$ cat src/rtl/friscv_cache_invalidator_if.sv
// Request/erase bus of the friscv cache invalidation engine.
//
// Request side (cache control FSM):
//   flush_req    level request, held until flush_ack
//   flush_range  0 = full flush, 1 = range invalidate
//   flush_start  first byte address of the range
//   flush_end    last byte address of the range (inclusive)
//   flush_ways   way mask to erase
//   flush_ack    one-cycle completion pulse
//   flushing     high while erase writes are issued
//   init_done    sticky, post-reset erase complete
// Erase side (cache tag/data RAM write port):
//   cache_wren   per-way write enable
//   cache_wready RAM port accepts the write this cycle
//   cache_waddr  byte address of the erased line
//   cache_wdata  always zero
//
// slave modport: the invalidator. master modport: its environment.
interface friscv_cache_invalidator_if #(
    parameter int unsigned CACHE_BLOCK_W = 128,
    parameter int unsigned NB_WAYS       = 1,
    parameter int unsigned AXI_ADDR_W    = 32
);
    logic                     flush_req;
    logic                     flush_range;
    logic [AXI_ADDR_W-1:0]    flush_start;
    logic [AXI_ADDR_W-1:0]    flush_end;
    logic [NB_WAYS-1:0]       flush_ways;
    logic                     flush_ack;
    logic                     flushing;
    logic                     init_done;
    logic [NB_WAYS-1:0]       cache_wren;
    logic                     cache_wready;
    logic [AXI_ADDR_W-1:0]    cache_waddr;
    logic [CACHE_BLOCK_W-1:0] cache_wdata;

    modport slave (
        input  flush_req, flush_range, flush_start, flush_end, flush_ways,
        input  cache_wready,
        output flush_ack, flushing, init_done,
        output cache_wren, cache_waddr, cache_wdata
    );

    modport master (
        output flush_req, flush_range, flush_start, flush_end, flush_ways,
        output cache_wready,
        input  flush_ack, flushing, init_done,
        input  cache_wren, cache_waddr, cache_wdata
    );
endinterface

$ cat src/rtl/friscv_cache_invalidator.sv
// Cache invalidation engine for the friscv instruction/data caches.
// Erases every line of every way after reset, then serves full flushes
// and address-range invalidations, one line index per accepted write,
// across a selectable set of ways, honouring RAM-port backpressure.
//
// Ports:
//   aclk     clock
//   aresetn  asynchronous active-low reset
//   srst     synchronous active-high reset, same effect as aresetn
//   bus      request + erase bus (slave modport of friscv_cache_invalidator_if)
module friscv_cache_invalidator #(
    parameter string       NAME          = "Cache-Invalidator",
    parameter int unsigned CACHE_BLOCK_W = 128,
    parameter int unsigned CACHE_DEPTH   = 512,
    parameter int unsigned NB_WAYS       = 1,
    parameter int unsigned AXI_ADDR_W    = 32
)(
    input  logic                             aclk,
    input  logic                             aresetn,
    input  logic                             srst,
    friscv_cache_invalidator_if.slave        bus
);

    localparam int unsigned OFFSET_W = $clog2(CACHE_BLOCK_W / 8);
    localparam int unsigned INDEX_W  = $clog2(CACHE_DEPTH);
    localparam int unsigned SPAN_W   = OFFSET_W + INDEX_W;
    localparam logic [INDEX_W:0] FULL_CNT = (INDEX_W + 1)'(CACHE_DEPTH);

    generate
        if (CACHE_BLOCK_W < 8 || (CACHE_BLOCK_W & (CACHE_BLOCK_W - 1)) != 0 ||
            CACHE_DEPTH < 2 || (CACHE_DEPTH & (CACHE_DEPTH - 1)) != 0 ||
            NB_WAYS < 1 || NB_WAYS > 8 || AXI_ADDR_W < SPAN_W) begin : g_bad_params
            $error("%s: illegal parameter set", NAME);
        end
    endgenerate

    typedef enum logic [1:0] {
        INIT,
        IDLE,
        FLUSH,
        ACK
    } state_t;

    state_t                  state, state_n;
    logic [INDEX_W-1:0]      idx, idx_n;
    logic [INDEX_W:0]        remaining, remaining_n;
    logic [NB_WAYS-1:0]      way_mask, way_mask_n;
    logic [NB_WAYS-1:0]      wren, wren_n;
    logic                    armed, armed_n;
    logic                    done, done_n;
    logic                    ack, ack_n;
    logic                    busy, busy_n;
    logic [AXI_ADDR_W-1:0]   waddr, waddr_n;

    logic [INDEX_W-1:0]      rng_s;
    logic [INDEX_W-1:0]      rng_e;
    logic [INDEX_W-1:0]      first_idx;
    logic [INDEX_W-1:0]      idx_inc;
    logic [AXI_ADDR_W-1:0]   span;
    logic                    span_full;
    logic [INDEX_W:0]        rng_cnt;

    function automatic logic [AXI_ADDR_W-1:0] line_addr(input logic [INDEX_W-1:0] i);
        return AXI_ADDR_W'(i) << OFFSET_W;
    endfunction

    // Upper address bits are dropped on purpose: indexes alias.
    assign rng_s     = bus.flush_start[OFFSET_W +: INDEX_W];
    assign rng_e     = bus.flush_end[OFFSET_W +: INDEX_W];
    // A byte span covering the whole cache or more erases every line.
    assign span      = bus.flush_end - bus.flush_start;
    assign span_full = |(span >> SPAN_W);
    // Index difference wraps modulo CACHE_DEPTH, so e < s wraps through 0.
    assign rng_cnt   = span_full ? FULL_CNT
                                 : {1'b0, rng_e - rng_s} + (INDEX_W + 1)'(1);
    assign first_idx = bus.flush_range ? rng_s : '0;
    assign idx_inc   = idx + INDEX_W'(1);

    always_comb begin
        state_n     = state;
        idx_n       = idx;
        remaining_n = remaining;
        way_mask_n  = way_mask;
        wren_n      = wren;
        armed_n     = armed;
        done_n      = done;
        ack_n       = 1'b0;
        busy_n      = busy;
        waddr_n     = waddr;

        case (state)
            INIT, FLUSH: begin
                if (wren == '0) begin
                    // First INIT cycle after reset: start the sweep from the
                    // reset values of idx, remaining and way_mask.
                    wren_n  = way_mask;
                    busy_n  = 1'b1;
                    waddr_n = line_addr(idx);
                end else if (bus.cache_wready) begin
                    idx_n       = idx_inc;
                    remaining_n = remaining - (INDEX_W + 1)'(1);
                    waddr_n     = line_addr(idx_inc);
                    if (remaining == (INDEX_W + 1)'(1)) begin
                        wren_n = '0;
                        busy_n = 1'b0;
                        if (state == INIT) begin
                            done_n  = 1'b1;
                            state_n = IDLE;
                        end else begin
                            ack_n   = 1'b1;
                            state_n = ACK;
                        end
                    end
                end
            end

            IDLE: begin
                if (!bus.flush_req) begin
                    armed_n = 1'b1;
                end else if (armed) begin
                    way_mask_n = bus.flush_ways;
                    if (bus.flush_ways == '0) begin
                        ack_n   = 1'b1;
                        state_n = ACK;
                    end else begin
                        idx_n       = first_idx;
                        remaining_n = bus.flush_range ? rng_cnt : FULL_CNT;
                        wren_n      = bus.flush_ways;
                        busy_n      = 1'b1;
                        waddr_n     = line_addr(first_idx);
                        state_n     = FLUSH;
                    end
                end
            end

            ACK: begin
                // A held request must be seen low again before re-arming.
                armed_n = 1'b0;
                state_n = IDLE;
            end

            default: begin
                state_n = INIT;
            end
        endcase
    end

    always_ff @(posedge aclk or negedge aresetn) begin
        if (!aresetn) begin
            state     <= INIT;
            idx       <= '0;
            remaining <= FULL_CNT;
            way_mask  <= '1;
            wren      <= '0;
            armed     <= 1'b0;
            done      <= 1'b0;
            ack       <= 1'b0;
            busy      <= 1'b0;
            waddr     <= '0;
        end else if (srst) begin
            state     <= INIT;
            idx       <= '0;
            remaining <= FULL_CNT;
            way_mask  <= '1;
            wren      <= '0;
            armed     <= 1'b0;
            done      <= 1'b0;
            ack       <= 1'b0;
            busy      <= 1'b0;
            waddr     <= '0;
        end else begin
            state     <= state_n;
            idx       <= idx_n;
            remaining <= remaining_n;
            way_mask  <= way_mask_n;
            wren      <= wren_n;
            armed     <= armed_n;
            done      <= done_n;
            ack       <= ack_n;
            busy      <= busy_n;
            waddr     <= waddr_n;
        end
    end

    assign bus.flush_ack   = ack;
    assign bus.flushing    = busy;
    assign bus.init_done   = done;
    assign bus.cache_wren  = wren;
    assign bus.cache_waddr = waddr;
    assign bus.cache_wdata = '0;

endmodule

$ cat src/flat_wrapper.sv
// flat-port wrapper written by rule: the top's interface ports become plain ports
module friscv_cache_invalidator_flat 
#(
    parameter string       NAME          = "                 ",
    parameter int unsigned CACHE_BLOCK_W = 128,
    parameter int unsigned CACHE_DEPTH   = 512,
    parameter int unsigned NB_WAYS       = 1,
    parameter int unsigned AXI_ADDR_W    = 32
)
  (aclk, aresetn, srst, bus_flush_req, bus_flush_range, bus_flush_start, bus_flush_end, bus_flush_ways, bus_cache_wready, bus_flush_ack, bus_flushing, bus_init_done, bus_cache_wren, bus_cache_waddr, bus_cache_wdata);
  friscv_cache_invalidator_if #(.CACHE_BLOCK_W(CACHE_BLOCK_W), .NB_WAYS(NB_WAYS), .AXI_ADDR_W(AXI_ADDR_W)) bus_i ();
  input  logic aclk;
  input  logic aresetn;
  input  logic srst;
  input wire logic [$bits(bus_i.flush_req)-1:0] bus_flush_req;
  input wire logic [$bits(bus_i.flush_range)-1:0] bus_flush_range;
  input wire logic [$bits(bus_i.flush_start)-1:0] bus_flush_start;
  input wire logic [$bits(bus_i.flush_end)-1:0] bus_flush_end;
  input wire logic [$bits(bus_i.flush_ways)-1:0] bus_flush_ways;
  input wire logic [$bits(bus_i.cache_wready)-1:0] bus_cache_wready;
  output wire logic [$bits(bus_i.flush_ack)-1:0] bus_flush_ack;
  output wire logic [$bits(bus_i.flushing)-1:0] bus_flushing;
  output wire logic [$bits(bus_i.init_done)-1:0] bus_init_done;
  output wire logic [$bits(bus_i.cache_wren)-1:0] bus_cache_wren;
  output wire logic [$bits(bus_i.cache_waddr)-1:0] bus_cache_waddr;
  output wire logic [$bits(bus_i.cache_wdata)-1:0] bus_cache_wdata;
  assign bus_i.flush_req = bus_flush_req;
  assign bus_i.flush_range = bus_flush_range;
  assign bus_i.flush_start = bus_flush_start;
  assign bus_i.flush_end = bus_flush_end;
  assign bus_i.flush_ways = bus_flush_ways;
  assign bus_i.cache_wready = bus_cache_wready;
  assign bus_flush_ack = bus_i.flush_ack;
  assign bus_flushing = bus_i.flushing;
  assign bus_init_done = bus_i.init_done;
  assign bus_cache_wren = bus_i.cache_wren;
  assign bus_cache_waddr = bus_i.cache_waddr;
  assign bus_cache_wdata = bus_i.cache_wdata;
  friscv_cache_invalidator #(.NAME(NAME), .CACHE_BLOCK_W(CACHE_BLOCK_W), .CACHE_DEPTH(CACHE_DEPTH), .NB_WAYS(NB_WAYS), .AXI_ADDR_W(AXI_ADDR_W)) u_core (.aclk(aclk), .aresetn(aresetn), .srst(srst), .bus(bus_i));
endmodule
$ cat config.mk
export PLATFORM = sky130hd
export DESIGN_NAME = friscv_cache_invalidator_flat
export DESIGN_NICKNAME = d
export VERILOG_FILES = /design/src/rtl/friscv_cache_invalidator_if.sv /design/src/rtl/friscv_cache_invalidator.sv /design/src/flat_wrapper.sv
export SDC_FILE = /design/constraint.sdc
export NUM_CORES = 1
export LEC_CHECK = 0
export CAP_MARGIN = 20
export CORE_UTILIZATION = 30
export CTS_CLUSTER_DIAMETER = 60
export DETAILED_ROUTE_END_ITERATION = 8
export PLACE_DENSITY = 0.68
export SLEW_MARGIN = 20
export SYNTH_ARGS = -nofsm -noshare
export SYNTH_HDL_FRONTEND = slang
export SYNTH_SLANG_ARGS = --single-unit
$ cat constraint.sdc
create_clock -name aclk -period 2.7 [get_ports aclk]
set_input_delay 0.27 -clock aclk [delete_from_list [all_inputs] [get_ports aclk]]
set_output_delay 0.27 -clock aclk [all_outputs]
set_load 0.01 [all_outputs]
* After elaboration in Yosys (flattened, before gate mapping)
Cells that the tools add are included.
** Operators by class
- Equal/unequal tests :: 13
- Muxes and demuxes :: 68
- Add/sub/neg operators :: 5
- Reductions and logical operators :: 21
** Operator list (count)
- 2-to-1 mux 32 bit :: 6
- 2-to-1 mux 10 bit :: 8
- case mux 32 bit (2 select lines) :: 1
- 2-to-1 mux 9 bit :: 7
- 2-to-1 mux 1 bit :: 32
- subtractor 32 bit :: 1
- case mux 10 bit (2 select lines) :: 1
- OR reduction 19 bit :: 1
- case mux 9 bit (2 select lines) :: 1
- nonzero test 2 bit :: 8
- AND reduction 5 bit :: 3
- 2-to-1 mux 2 bit :: 7
- != test 3 bit (second input constant) :: 4
- AND reduction 6 bit :: 2
- adder 9 x 1 -> 10 bit (second input constant) :: 1
- equality test 10 x 1 -> 1 bit (second input constant) :: 1
- subtractor 10 x 1 -> 10 bit (second input constant) :: 1
- adder 9 x 1 -> 9 bit (second input constant) :: 1
- != test 3 x 2 -> 1 bit (second input constant) :: 3
- subtractor 9 bit :: 1
- != test 4 bit (second input constant) :: 2
- case mux 1 bit (2 select lines) :: 4
- case mux 2 bit (3 select lines) :: 1
- nonzero test 3 bit :: 2
- 7 further kinds :: 8
** Storage, ports and cells
- Input bits :: 71
- Output and inout bits :: 164
- Flip-flop bits (word level) :: 59
- Logic and storage cells :: 117

* Longest topological paths before layout
- Word-level depth :: 9
- Depth in mapped cells :: 13
- Mapped depth without buffers :: 12

* Worst setup path after synthesis
Ideal clock, no wire load.
- Path type :: in2reg
- Start point :: input bus_flush_start[13]
- End point :: register u_core.remaining[9]
- Path buffers :: 1
- Cell stages on the path :: 12
- Arrival time :: 2.881 ns
- Path slack :: -0.262 ns
- Library setup time :: 0.082 ns
- Path through :: inv_1 -> ha_1 -> buf_2 -> a21o_1 -> o21bai_1 -> a211o_2 -> nor2_1 -> o22ai_1 -> or4_4 -> nor4_4 -> nand4_4 -> o31a_1
** On the way
- Cells in the longest elaborated chain, start to end :: 9
** Ends and longest elaborated chain
- from (decl) :: line flat_wrapper.sv:17 : input wire logic [$bits(bus_i.flush_start)-1:0] bus_flush_start;
- subtractor 32 bit :: line friscv_cache_invalidator.sv:71 : assign span = bus.flush_end - bus.flush_start;
- OR reduction 19 bit :: line friscv_cache_invalidator.sv:72 : assign span_full = |(span >> SPAN_W);
- 2-to-1 mux 10 bit :: line friscv_cache_invalidator.sv:74 : assign rng_cnt = span_full ? FULL_CNT
- 2-to-1 mux 10 bit :: line friscv_cache_invalidator.sv:127 : remaining_n = bus.flush_range ? rng_cnt : FULL_CNT;
- 2-to-1 mux 10 bit :: line friscv_cache_invalidator.sv:122 : if (bus.flush_ways == '0) begin
- 2-to-1 mux 10 bit :: line friscv_cache_invalidator.sv:120 : end else if (armed) begin
- 2-to-1 mux 10 bit :: line friscv_cache_invalidator.sv:118 : if (!bus.flush_req) begin
- case mux 10 bit (2 select lines) :: line friscv_cache_invalidator.sv:91 : case (state)
- 2-to-1 mux 10 bit :: line friscv_cache_invalidator.sv:160 : end else if (srst) begin
- to (signal assigned) :: line friscv_cache_invalidator.sv:174 : remaining <= remaining_n;
- to (decl) :: line friscv_cache_invalidator.sv:46 : logic [INDEX_W:0] remaining, remaining_n;
Every way passes these cells. The select of a mux whose other input is x is not followed.
A chain may end at the register's enable or synchronous reset.

* Final worst setup path
- Start point :: input bus_flush_start[10]
- End point :: register u_core.remaining[9]
** On the way
- Cells in the longest elaborated chain, start to end :: 9
- Elaborated cells between the ends (all ways) :: 11
- Those cells by class :: add/sub: 3; mux: 7; reduce/logical: 1
** Ends and longest elaborated chain (line)
- subtractor 9 bit or subtractor 32 bit (tied branches) :: friscv_cache_invalidator.sv:75, friscv_cache_invalidator.sv:71
- adder 9 x 1 -> 10 bit or OR reduction 19 bit (tied branches) :: friscv_cache_invalidator.sv:75, friscv_cache_invalidator.sv:72
- 2-to-1 mux 10 bit * :: friscv_cache_invalidator.sv:74
- 2-to-1 mux 10 bit * :: friscv_cache_invalidator.sv:127
- 2-to-1 mux 10 bit * :: friscv_cache_invalidator.sv:122
- 2-to-1 mux 10 bit * :: friscv_cache_invalidator.sv:120
- 2-to-1 mux 10 bit * :: friscv_cache_invalidator.sv:118
- case mux 10 bit (2 select lines) * :: friscv_cache_invalidator.sv:91
- 2-to-1 mux 10 bit * :: friscv_cache_invalidator.sv:160
Mark *: on every way between the ends. The rest lies on a longest branch, timed or not. The select of a mux whose other input is x is not followed.

==> reports/qor.tcl <==
set qor(synth.lib_cells_used.distinct) 80
set qor(run_status) {finished, violations left}
set qor(ys_warn_count) 0
set qor(routed-via-count) 5487
set qor(num_cts_buffers) 5
set qor(clock_slew_seen_by_the_registers_of_the_worst_setup_and_hold_paths_ps) 50
set qor(sequential_cell_area_sq_um) 903
set qor(slowest_stage) {sky130_fd_sc_hd__or4b_1}
set qor(synth.area.mux_share) 0.0151
set qor(antenna_violating_nets_post_route) 0
set qor(achievable-frequency_mhz) 333
set qor(synth_simple_gate_area_frac) 0.186
set qor(max_cap_violations) 0
set qor(synth-compound-area-share) 0.227
set qor(r2r_setup_slack_ps) -290
set qor(timing.clock.skew_ps) 6.83
set qor(post-route-period-util) 1.11
set qor(multi_input_gate_area_sq_um) 4530
set qor(design.core.area_sq_um) 18000
set qor(critical_path.cell_chain) {dlygate4sd2_1 > inv_2 > ha_4 > buf_4 > nand4_1 > nor2_2 > o2111a_1 > a31oi_4 > a21oi_2 > or4b_1 > o211ai_1 > a21boi_4 > nand4_4 > o31a_1}
set qor(post_route_cells_drive_above_1_share) 0.323
set qor(antenna-diode-count) 0
set qor(setup_total_negative_slack_ps) -2720
set qor(place_hpwl_um) 11700
set qor(timing.critical_path.arrival_ps) 3210
set qor(tritoncts) {built}
set qor(total_design_power_mw) 4.14
set qor(grt_util_all_layers) 0.158
set qor(min_period_ps) 3000
set qor(dr.first_iter.drc_count) 285
set qor(relSlewSlack) 0.536
set qor(finalHoldViolCount) 0
set qor(primary_ff_master_synth) {sky130_fd_sc_hd__dfrtp_1}
set qor(gp_congestion) 0.921
set qor(post_synth_xor_xnor_area) 0.0474
set qor(violated_checks) {negative setup slack}
set qor(mappedNetlistArea_sq_um) 5540
set qor(setup_viol_count_final) 10
set qor(fill_cells) 1813
set qor(design.die.area_sq_um) 19000
set qor(cts.path.max_buffers) 2
set qor(crit_type) {input port to register}
set qor(worstSkewPairLatency_ps) 290
set qor(die_w_um) 138
set qor(final_cell_count_no_fill) 1184
set qor(clock_sink_count) 36
set qor(power.leakage_nw) 3.72
set qor(die-height_um) 138
set qor(drt-pass1-iter-count) 5
set qor(placementRows) 49
set qor(grt_antenna_before_repair) 0
set qor(routedWlPerCell_um) 12.9
set qor(synth_largest_type_area_fraction) 0.216
set qor(synth_adder_area_share) 0.0917
set qor(io-pin-count) 235
set qor(drt_wl_total_um) 15300
set qor(worstHoldPathType) {input port to async pin}
set qor(worst_ep_required_time_ps) 2910
set qor(type_of_origin_of_the_critical_path) {input port}
set qor(synth_edf_count) 0
set qor(gr-total-overflow) 0
set qor(finalCoreUtilization) 0.445
set qor(grt_first_pass_wirelength_um) 24000
set qor(final.setup.worst_slack_ps) -299
set qor(area_delta_synth_final_pct) 45.0
set qor(place.port_buffers) 83
set qor(grt_max_degree) 37
set qor(peak_per_stage_delay_on_the_critical_path_ps) 520
set qor(cp_max_fo) 5
set qor(cts_root_buffer) {sky130_fd_sc_hd__clkbuf_16}
set qor(netlist.top_cell.by_area) {sky130_fd_sc_hd__buf_4}
set qor(grt_setup_unrepaired) {true}
set qor(ir_drop_uv) 591
set qor(synth_top_family_by_area) {buffers and inverters}
set qor(route.detailed.vias_per_inst) 4.63
set qor(grt_pass1_vias) 5176
set qor(mean_cell_area_of_the_mapped_netlist_sq_um) 7.45
set qor(power_per_cell_area_nw_per_um2) 515
set qor(most-common-layout-cells) {sky130_fd_sc_hd__conb_1, sky130_fd_sc_hd__buf_4, sky130_fd_sc_hd__nand2_1}
set qor(endpoint_kind) {register}
set qor(async_flop_share) 1.00
set qor(synthCells) 743
set qor(htree_num_levels) 2
set qor(seq_area_frac_synth) 0.163
set qor(post-place-cells) 1156
set qor(drc_errors) 0
set qor(ys_seq_elements) 36
set qor(final_nets) 1065
set qor(yosys-top-cells-area) {sky130_fd_sc_hd__buf_4, sky130_fd_sc_hd__dfrtp_1, sky130_fd_sc_hd__ha_1}
set qor(initial_core_utilization) 0.307
set qor(worst_pin_slew_ps) 693
set qor(slew_violations) 0
power breakdown:
group	leakage, nW	total, mW	internal [mW]	switching [mW]
combinational	3.17	2.65	1.25	1.40
clock	0.0766	0.588	0.364	0.225
sequential	0.477	0.897	0.719	0.178
timing repair:
item | 4_1_cts | 5_1_grt
gates cloned | 1 | 0
setup endpoints to repair | 10 | 10
resized for setup | 161 | 18
pin swaps | 54 | 15
hold buffers | 0 | 0
buffers inserted | 18 | 2
sequential cells by signal, summed over array words and instances, names as in the netlist:
register / count
u_core.way_mask: 1
u_core.remaining: 10
u_core.bus.flush_ack: 1
u_core.idx: 9
u_core.state: 2
u_core.bus.cache_wren: 1
u_core.bus.init_done: 1
u_core.bus.flushing: 1
u_core.bus.cache_waddr: 9
u_core.armed: 1
per-stage QoR:
step / hold WS (ps) / area (sq um) / worst slack (ps)
after floorplan: -25.6 / 6260 / -51.0
after global placement: 444 / 7060 / -898
after detailed placement: 451 / 7060 / -941
after CTS: 436 / 7940 / -227
after global routing: 483 / 8030 / -424
final: 415 / 8030 / -299
final timing paths:
kind / endpoint / from / depth (start not counted)
min reg2reg: u_core.way_mask / u_core.way_mask / 2
min in group aclk: u_core.way_mask / u_core.way_mask / 2
min: u_core.armed / aresetn / 2
max reg2reg: u_core.remaining[4] / u_core.state[0] / 13
max in group asynchronous: u_core.remaining[9] / aresetn / 2
max: u_core.remaining[9] / bus_flush_start[10] / 14
critical path, delay by kind of cell:
kind	cells	cell delay, ps
simple gates	4	930
buf+inv	3	490
compound gates	6	1290
fa+ha+maj	1	210
synthesized netlist by cell type, types with 12 or more instances:
cell                       count
sky130_fd_sc_hd__inv_1        50
sky130_fd_sc_hd__and3_1       12
sky130_fd_sc_hd__buf_4       159
sky130_fd_sc_hd__nor2_1       54
sky130_fd_sc_hd__o31ai_1      19
sky130_fd_sc_hd__nand2_1      57
sky130_fd_sc_hd__clkbuf_1     13
sky130_fd_sc_hd__dfrtp_1      34
sky130_fd_sc_hd__xnor2_1      20
sky130_fd_sc_hd__nand3_1      18
sky130_fd_sc_hd__ha_1         39
sky130_fd_sc_hd__o21ai_0      28
sky130_fd_sc_hd__nor3_1       16
sky130_fd_sc_hd__a21oi_1      58
metal layers:
layer,GRT usage,vias to the layer above,wire [um]
met3,0.0175,33,760
met4,0.0586,0,386
li1,-,2734,-
met2,0.285,200,7540
met1,0.191,2520,6620
met5,0,-,0
final cells by class:
type                       instances  share of cell area
inverter                          50              0.0249
clock buffer                       6              0.0173
timing repair buffer             237               0.245
sequential                        36               0.113
clock inverter                     2             0.00125
tap                              229              0.0357
multi-input combinational        624               0.564
kinds of logic after synthesis:
group	after synthesis
muxes	8
buffers and inverters	234
other	1
AOI/OAI and AO/OA	188
DFF	36
adders and majority gates	40
and+or+nand+nor	206
xor gates and xnor gates	30
(Power assumes the default switching activity.)
